**src/rtl/control_unit.sv**
```systemverilog
// control_unit: hardwired Moore FSM sequencing fetch and execute for the Mini SRC datapath.
// Define CU_SINGLE_STEP_EN to add the step input and a STEP_WAIT state between instructions.
module control_unit #(
  parameter logic [4:0] ALU_INC = 5'b11111,
  parameter logic [4:0] OP_HALT = 5'b11011
) (
  input  logic        clk,
  input  logic        clr,
  input  logic [31:0] ir,
  input  logic        stop,
`ifdef CU_SINGLE_STEP_EN
  input  logic        step,
`endif
  output logic        Pout,
  output logic        MARen,
  output logic        Pen,
  output logic        Read,
  output logic        MDRen,
  output logic        MDROut,
  output logic        IRen,
  output logic        Yen,
  output logic        ZLOen,
  output logic        ZHIen,
  output logic        ZLOout,
  output logic        ZHIout,
  output logic        HIen,
  output logic        LOen,
  output logic        Rin,
  output logic        Rout,
  output logic [3:0]  Gra,
  output logic [3:0]  Grb,
  output logic [3:0]  Grc,
  output logic [1:0]  Gsel,
  output logic [4:0]  alu_control,
  output logic        run
);
  localparam logic [3:0] T0 = 4'd0, T1 = 4'd1, T2 = 4'd2, T3 = 4'd3, T4 = 4'd4,
                         T5 = 4'd5, T6 = 4'd6, HALT = 4'd7;
`ifdef CU_SINGLE_STEP_EN
  localparam logic [3:0] STEP_WAIT = 4'd8;
`endif
  logic [3:0] state, nxt, fin;
  logic [4:0] op, code;
  logic is_alu, is_md, ex, t0, t1, t2, t3, t4, t5, t6;
  logic unused_ir;
  assign unused_ir = ^ir[14:0];
  assign is_alu = op inside {[5'b00011:5'b01010]};
  assign is_md = op == 5'b01111 || op == 5'b10000;
  assign ex = is_alu || is_md;
  always_comb begin
    code = 5'b00000;
    case (op)
      5'b00100: code = 5'b00001;
      5'b00101: code = 5'b00111;
      5'b00110: code = 5'b00110;
      5'b00111: code = 5'b01000;
      5'b01000: code = 5'b01001;
      5'b01001: code = 5'b00010;
      5'b01010: code = 5'b00011;
      5'b01111: code = 5'b01100;
      5'b10000: code = 5'b01101;
      default:  code = 5'b00000;
    endcase
  end
`ifdef CU_SINGLE_STEP_EN
  assign fin = stop ? HALT : STEP_WAIT;
`else
  assign fin = stop ? HALT : T0;
`endif
  always_comb begin
    nxt = T0;
    case (state)
      T0:        nxt = T1;
      T1:        nxt = T2;
      T2:        nxt = T3;
      T3:        nxt = op == OP_HALT ? HALT : ex ? T4 : fin;
      T4:        nxt = T5;
      T5:        nxt = is_md ? T6 : fin;
      T6:        nxt = fin;
      HALT:      nxt = HALT;
`ifdef CU_SINGLE_STEP_EN
      STEP_WAIT: nxt = stop ? HALT : step ? T0 : STEP_WAIT;
`endif
      default:   nxt = T0;
    endcase
  end
  // The opcode is captured at the T2->T3 edge so execute decode is independent of later IR changes.
  always_ff @(posedge clk or negedge clr) begin
    if (!clr) begin
      state <= T0;
      op <= 5'b00000;
    end else begin
      state <= nxt;
      if (state == T2) op <= ir[31:27];
    end
  end
  // Holding clr low forces every control to idle even though the state already reads T0.
  assign t0 = clr && state == T0;
  assign t1 = clr && state == T1;
  assign t2 = clr && state == T2;
  assign t3 = clr && state == T3;
  assign t4 = clr && state == T4;
  assign t5 = clr && state == T5;
  assign t6 = clr && state == T6;
  assign Pout = t0;
  assign MARen = t0;
  assign Pen = t1;
  assign Read = t1;
  assign MDRen = t1;
  assign MDROut = t2;
  assign IRen = t2;
  assign Yen = t3 && ex;
  assign ZLOen = t0 || (t4 && ex);
  assign ZHIen = t4 && is_md;
  assign ZLOout = t1 || (t5 && ex);
  assign ZHIout = t6;
  assign HIen = t6;
  assign LOen = t5 && is_md;
  assign Rin = t5 && is_alu;
  assign Rout = (t3 || t4) && ex;
  assign Gra = ir[26:23];
  assign Grb = ir[22:19];
  assign Grc = ir[18:15];
  assign Gsel = t3 ? (is_alu ? 2'd2 : is_md ? 2'd1 : 2'd0) :
                t4 ? (is_alu ? 2'd3 : is_md ? 2'd2 : 2'd0) :
                t5 && is_alu ? 2'd1 : 2'd0;
  assign alu_control = t0 ? ALU_INC : t4 && ex ? code : 5'b00000;
  assign run = state != HALT;
endmodule

```
**config.mk**
```make
export PLATFORM = sky130hd
export DESIGN_NAME = control_unit
export DESIGN_NICKNAME = d
export VERILOG_FILES = /design/src/rtl/control_unit.sv
export SDC_FILE = /design/constraint.sdc
export NUM_CORES = 1
export LEC_CHECK = 0
export ABC_CLOCK_PERIOD_IN_PS = 3850
export BUFFER_PORTS_ARGS = -buffer_cell sky130_fd_sc_hd__buf_4
export CAP_MARGIN = 20
export CORE_MARGIN = 5
export CORE_UTILIZATION = 40
export DETAILED_ROUTE_END_ITERATION = 10
export PLACE_DENSITY = 0.94
export RECOVER_POWER = 50
export REMOVE_ABC_BUFFERS = 1
export SYNTH_ARGS = -nofsm -noshare
export SYNTH_HDL_FRONTEND = slang
export SYNTH_SLANG_ARGS = --single-unit
```
**constraint.sdc**
```tcl
create_clock -name clk -period 3.85 [get_ports clk]
set_input_delay 0.385 -clock clk [delete_from_list [all_inputs] [get_ports clk]]
set_output_delay 0.385 -clock clk [all_outputs]
set_load 0.03 [all_outputs]
```
; ---- Word level (Yosys, flattened, before mapping)
; Memories as Yosys holds them, arrays and structs flattened.
; Cells that the tools add are included.
[classes]
n_lt_le_gt_ge = 2
n_mux = 14
eq_ne = 11
reduce_logical = 21
[op_table]
columns = cell, n
row1 = one-hot mux 3 bit (8 select lines), 1
row2 = == test 4 x 3 -> 1 bit (second input constant), 4
row3 = logical AND 1 bit, 15
row4 = 2-to-1 mux 3 bit, 4
row5 = == test 5 bit (second input constant), 2
row6 = 2-to-1 mux 2 bit, 5
row7 = 2-to-1 mux 5 bit, 2
row8 = == test 4 x 2 -> 1 bit (second input constant), 2
row9 = == test 5 x 4 -> 1 bit (second input constant), 1
row10 = greater-or-equal comparator 5 x 2 -> 1 bit (second input constant), 1
row11 = less-or-equal comparator 5 x 4 -> 1 bit (second input constant), 1
row12 = logical OR 1 bit, 5
row13 = == test 4 x 1 -> 1 bit (second input constant), 1
row14 = logical NOT 4 bit, 1
row15 = inequality test 4 x 3 -> 1 bit (second input constant), 1
row16 = 2-to-1 mux 1 bit, 2
[totals]
wordCells = 51
ff_bits = 9
romBits = 128
in_bits = 35
mem_count = 1
[memory_table]
columns = name, depth, width, read_ports, rd_clocked_by_memory_dff, write_ports, line
row1 = (no name shown), 32, 4, 1, 0, 0, 52  ; case (op)

; ---- Depth between registers and ports, before layout
[logic_depth]
ltp_word = 6
mapped_depth = 6
mapped_depth_nobuf = 6

; ---- Worst setup path before layout
; Ideal clock, no wire load.
[synth_timing]
path_kind = register to output
from = register op[1]
to = output alu_control[0]
path_buffers = 0
path_stages_with_launch = 7
t_arrival_ps = 1941
t_required_ps = 3465
slack_ps = 1524
cell_sequence = dfrtp_1 inv_1 ha_1 and4bb_4 nor2_2 a2111o_1 o21ai_1
[synth_via]
elab_chain_cells = 6
elab_cells_between_ends = 11
[synth_lines]
columns = item, line
row1 = start: declaration, 43  ; logic [4:0] op, code;
row2 = start signal: assignment, 94  ; if (state == T2) op <= ir[31:27];
row3 = "greater-or-equal comparator 5 x 2 -> 1 bit, or another cell as far along", 47  ; assign is_alu = op inside {[5'b00011:5'b01010]};
row4 = logical AND 1 bit or logical OR 1 bit (tied branches), "47, 48"
row5 = logical OR 1 bit, 49  ; assign ex = is_alu || is_md;
row6 = logical AND 1 bit, 127  ; assign alu_control = t0 ? ALU_INC : t4 && ex ? code : 5'b00000;
row7 = 2-to-1 mux 5 bit * (2 in a row), 127
row8 = end: declaration, 34  ; output logic [4:0] alu_control,
; Every way passes the cells marked *; elsewhere a longest branch is shown, timed or not.

; ---- Worst setup path after layout
[layout_timing]
from = input clr
to = output alu_control[1]
[layout_via]
elab_chain_cells = 4
elab_cells_between_ends = 5
[layout_lines]
columns = item, line
row1 = start: declaration, 8  ; input logic clr,
row2 = logical AND 1 bit, 102  ; assign t4 = clr && state == T4;
row3 = logical AND 1 bit, 127
row4 = 2-to-1 mux 5 bit, 127
row5 = 2-to-1 mux 5 bit *, 127
; Marks and branches as above.

==> metrics.csv <==
stage;metric;value;unit
route;post-route ant nets;0;
sta;setup TNS;0;ps
synthesis;synthesized area per cell;7.98;um^2
layout;Fill cells;206;
layout;layout cells sized above 1;31.1;%
sta;slew margin rel.;57.7;%
route;Via density;5.47;
layout;fin cells;146;
synthesis;Post-Syn Area;830;um^2
synthesis;asr flop ratio synth;100;%
synthesis;Mapped Cells;104;
route;initial DRC count;17;
clock_tree;CTS clk-pin slew, worst paths;50;ps
place;port buffer count;31;
clock_tree;# clock sinks;8;
layout;Layout Area Growth over Synthesis;17.2;%
synthesis;Synth Area in XOR/XNOR;0;%
flow_run;Max Cap Viol;0;
synthesis;post-synthesis sequential area ratio;24.1;%
synthesis;Synth area leaders;dfrtp_1 (24%), buf_4 (16%), o21ai_0 (5.4%), ha_1 (4.5%), mux2_2 (4.1%);
layout;Final #Nets;159;
global_routing;pin count of the biggest net entering global routing;14;
setup_path;worst endpoint required time;3460;ps
place;DP HPWL;1630;um
power_and_ir_drop;Leak;0.461;nW
setup_path;CP arrival;2540;ps
clock_tree;clock buffer count from CTS;3;
die;num rows;16;
synthesis;top_reg_cell synth;dfrtp_1;
route;1st-pass router iterations;4;
setup_path;largest fanout on the critical path;13;
outcome;status;complete, no violations;
route;DRC;0;
synthesis;most instantiated library cell after synthesis;buf_4;
sta;RSZ-0062 raised after global routing;no;
sta;Clock Skew;1.09;ps
global_routing;Overall Global Routing Usage;12.6;%
synthesis;Yosys Warn Count;0;
die;die height;55.5;um
global_routing;initial antenna violation count;0;
setup_path;crit path capture type;primary output;
synthesis;Post-synth top cells;buf_4 (18), o21ai_0 (9), dfrtp_1 (8), nand2_1 (8);
global_routing;vias in the first global route;704;
clock_tree;H-tree depth;1;
place;Placer Congestion;0.911;
clock_tree;TritonCTS clock tree;built;
die;core area;0.00196;mm^2
die;die width;55.5;um
sta;worst slew pin tran;635;ps
die;Initial Util;42.3;%
clock_tree;worst-case clock buffer depth;2;
synthesis;mux share of post-synthesis cell area;4.07;%
synthesis;adder and majority gate portion of the synthesized area;4.52;%
synthesis;post-synth cell types;34;
global_routing;global-route wire length before repair;3190;um
hold_path;Hold/Removal Path Class;in -> reg;
sta;final setup fails;0;
die;Top-Level Pins;71;
route;WL per Instance;13.9;um
layout;Ant. Diodes;0;
sta;Max Freq;342;MHz
global_routing;GRT overflow;0;
clock_tree;Root Buffer;clkbuf_4;
power_and_ir_drop;Peak VDD IR;0.362;mV
clock_tree;worst skew pair latency;250;ps
sta;Final Hold Slack;350;ps
synthesis;largest family of logic cells by synthesized area;simple AND/OR/NAND/NOR gates;
route;vias;799;
synthesis;Synth Area in Compound Gates;21.0;%
power_and_ir_drop;PwrDens;761;mW/mm^2
route;final wirelength;2030;um
sta;final hold vios;0;
synthesis;Seq cells post-synth;8;
sta;Tcrit/Tclk final;75.9;%
sta;Final Max Tran Viols;0;
synthesis;simple-gate portion of the synthesized area;27.3;%
synthesis;EDFF count, synth;0;
setup_path;Startpoint Class;input port;
synthesis;top cell type's share of synthesized area;24.1;%
synthesis;post-synth top area cell;dfrtp_1;
place;Post-Place Cells;142;
setup_path;critical path class;in -> out;
sta;Tmin final;2920;ps
die;die area;0.00308;mm^2
-- layout by cell type, fill, tap and decap left out --
cell	instances
buf_4	29
o21ai_0	9
nand2_1	8
dfrtp_1	8
nor2_1	6
nand2b_1	5
inv_1	4
o21ai_1	4
a21oi_1	3
nand3_1	3
nor3_1	3
mux2_2	3
ha_1	3
clkbuf_4	3
nor2b_1	2
a221oi_1	2
a2111o_1	2
a211oi_1	2
and2_1	2
nor4_1	2
clkbuf_1	2
or3_1	1
nand3b_1	1
and4b_2	1
and4bb_1	1
and2b_1	1
or2_2	1
and3b_1	1
a31oi_1	1
a21o_1	1
and4_1	1
a41oi_1	1
o311ai_0	1
o31ai_1	1
dlygate4sd3_1	1
-- routing by layer --
layer	wire length (um)	GRT usage [%]	share of wire [%]
met1	924	14.9	45
met3	310	8.62	15
met4	7	5.21	0.34
met2	792	16.9	39
met5	0	7.14	0
-- through the flow --
| stage | power [mW] | util [%] | setup slack [ps] | instance area (um^2) |
|---|---|---|---|---|
| 5_1_grt | 0.804 | 49.6 | 713 | 972 |
| 3_3_place_gp | 0.671 | 48.6 | 1600 | 953 |
| 4_1_cts | 0.757 | 50.3 | 1240 | 986 |
| 6_report | 0.740 | 49.6 | 928 | 972 |
| 2_1_floorplan | 0.539 | - | 1520 | 687 |
| 3_5_place_dp | 0.690 | 48.6 | 1520 | 953 |
-- power by group --
group | leakage (nW) | internal, mW | switching, mW
sequential | 0.0934 | 0.128 | 0.0811
clock | 0.0138 | 0.0355 | 0.0258
combinational | 0.354 | 0.191 | 0.278
-- timing repair --
action | CTS | global route
endpoints found under the hold margin | 8 | 0
setup endpoints to repair | 0 | 0
gates resized for setup | 0 | 0
hold buffers | 1 | 0
buffers inserted | 0 | 0
-- worst paths after layout --
check,startpoint,endpoint,slack [ps],depth (start not counted)
min in group asynchronous,clr,op[0],680,2
min reg2reg,op[0],op[0],640,2
max in group asynchronous,clr,state[0],2760,2
min,ir[28],op[1],350,3
max,clr,alu_control[1],930,6
max reg2reg,op[1],state[2],2060,6
-- cells by family after synthesis --
family | after synthesis
buffers and inverters | 24
adder cells (fa/ha/maj) | 3
flip-flops | 8
multiplexers | 3
AND/OR/NAND/NOR | 39
AO/OA/AOI/OAI | 27
-- state kept, by name (all words and copies together), names as in the netlist --
| signal | count |
|---|---|
| op | 5 |
| state | 3 |
-- area by class of cell --
class                      count  area [um^2]  share of cell area (%)
clock buffer                   3         22.5                    2.32
inverter                       4         15.0                    1.54
multi-input combinational     72          465                    47.9
sequential                     8          200                    20.6
tap                           27         33.8                    3.47
timing repair buffer          32          235                    24.2
-- worst max-delay path, cell delays in order --
cell	delay, ps
dlygate4sd3_1	530
clkbuf_1	490
nand2_1	250
a2111o_1	530
o21ai_1	170
buf_4	180
Note: power is estimated with default switching activity, not from simulation.
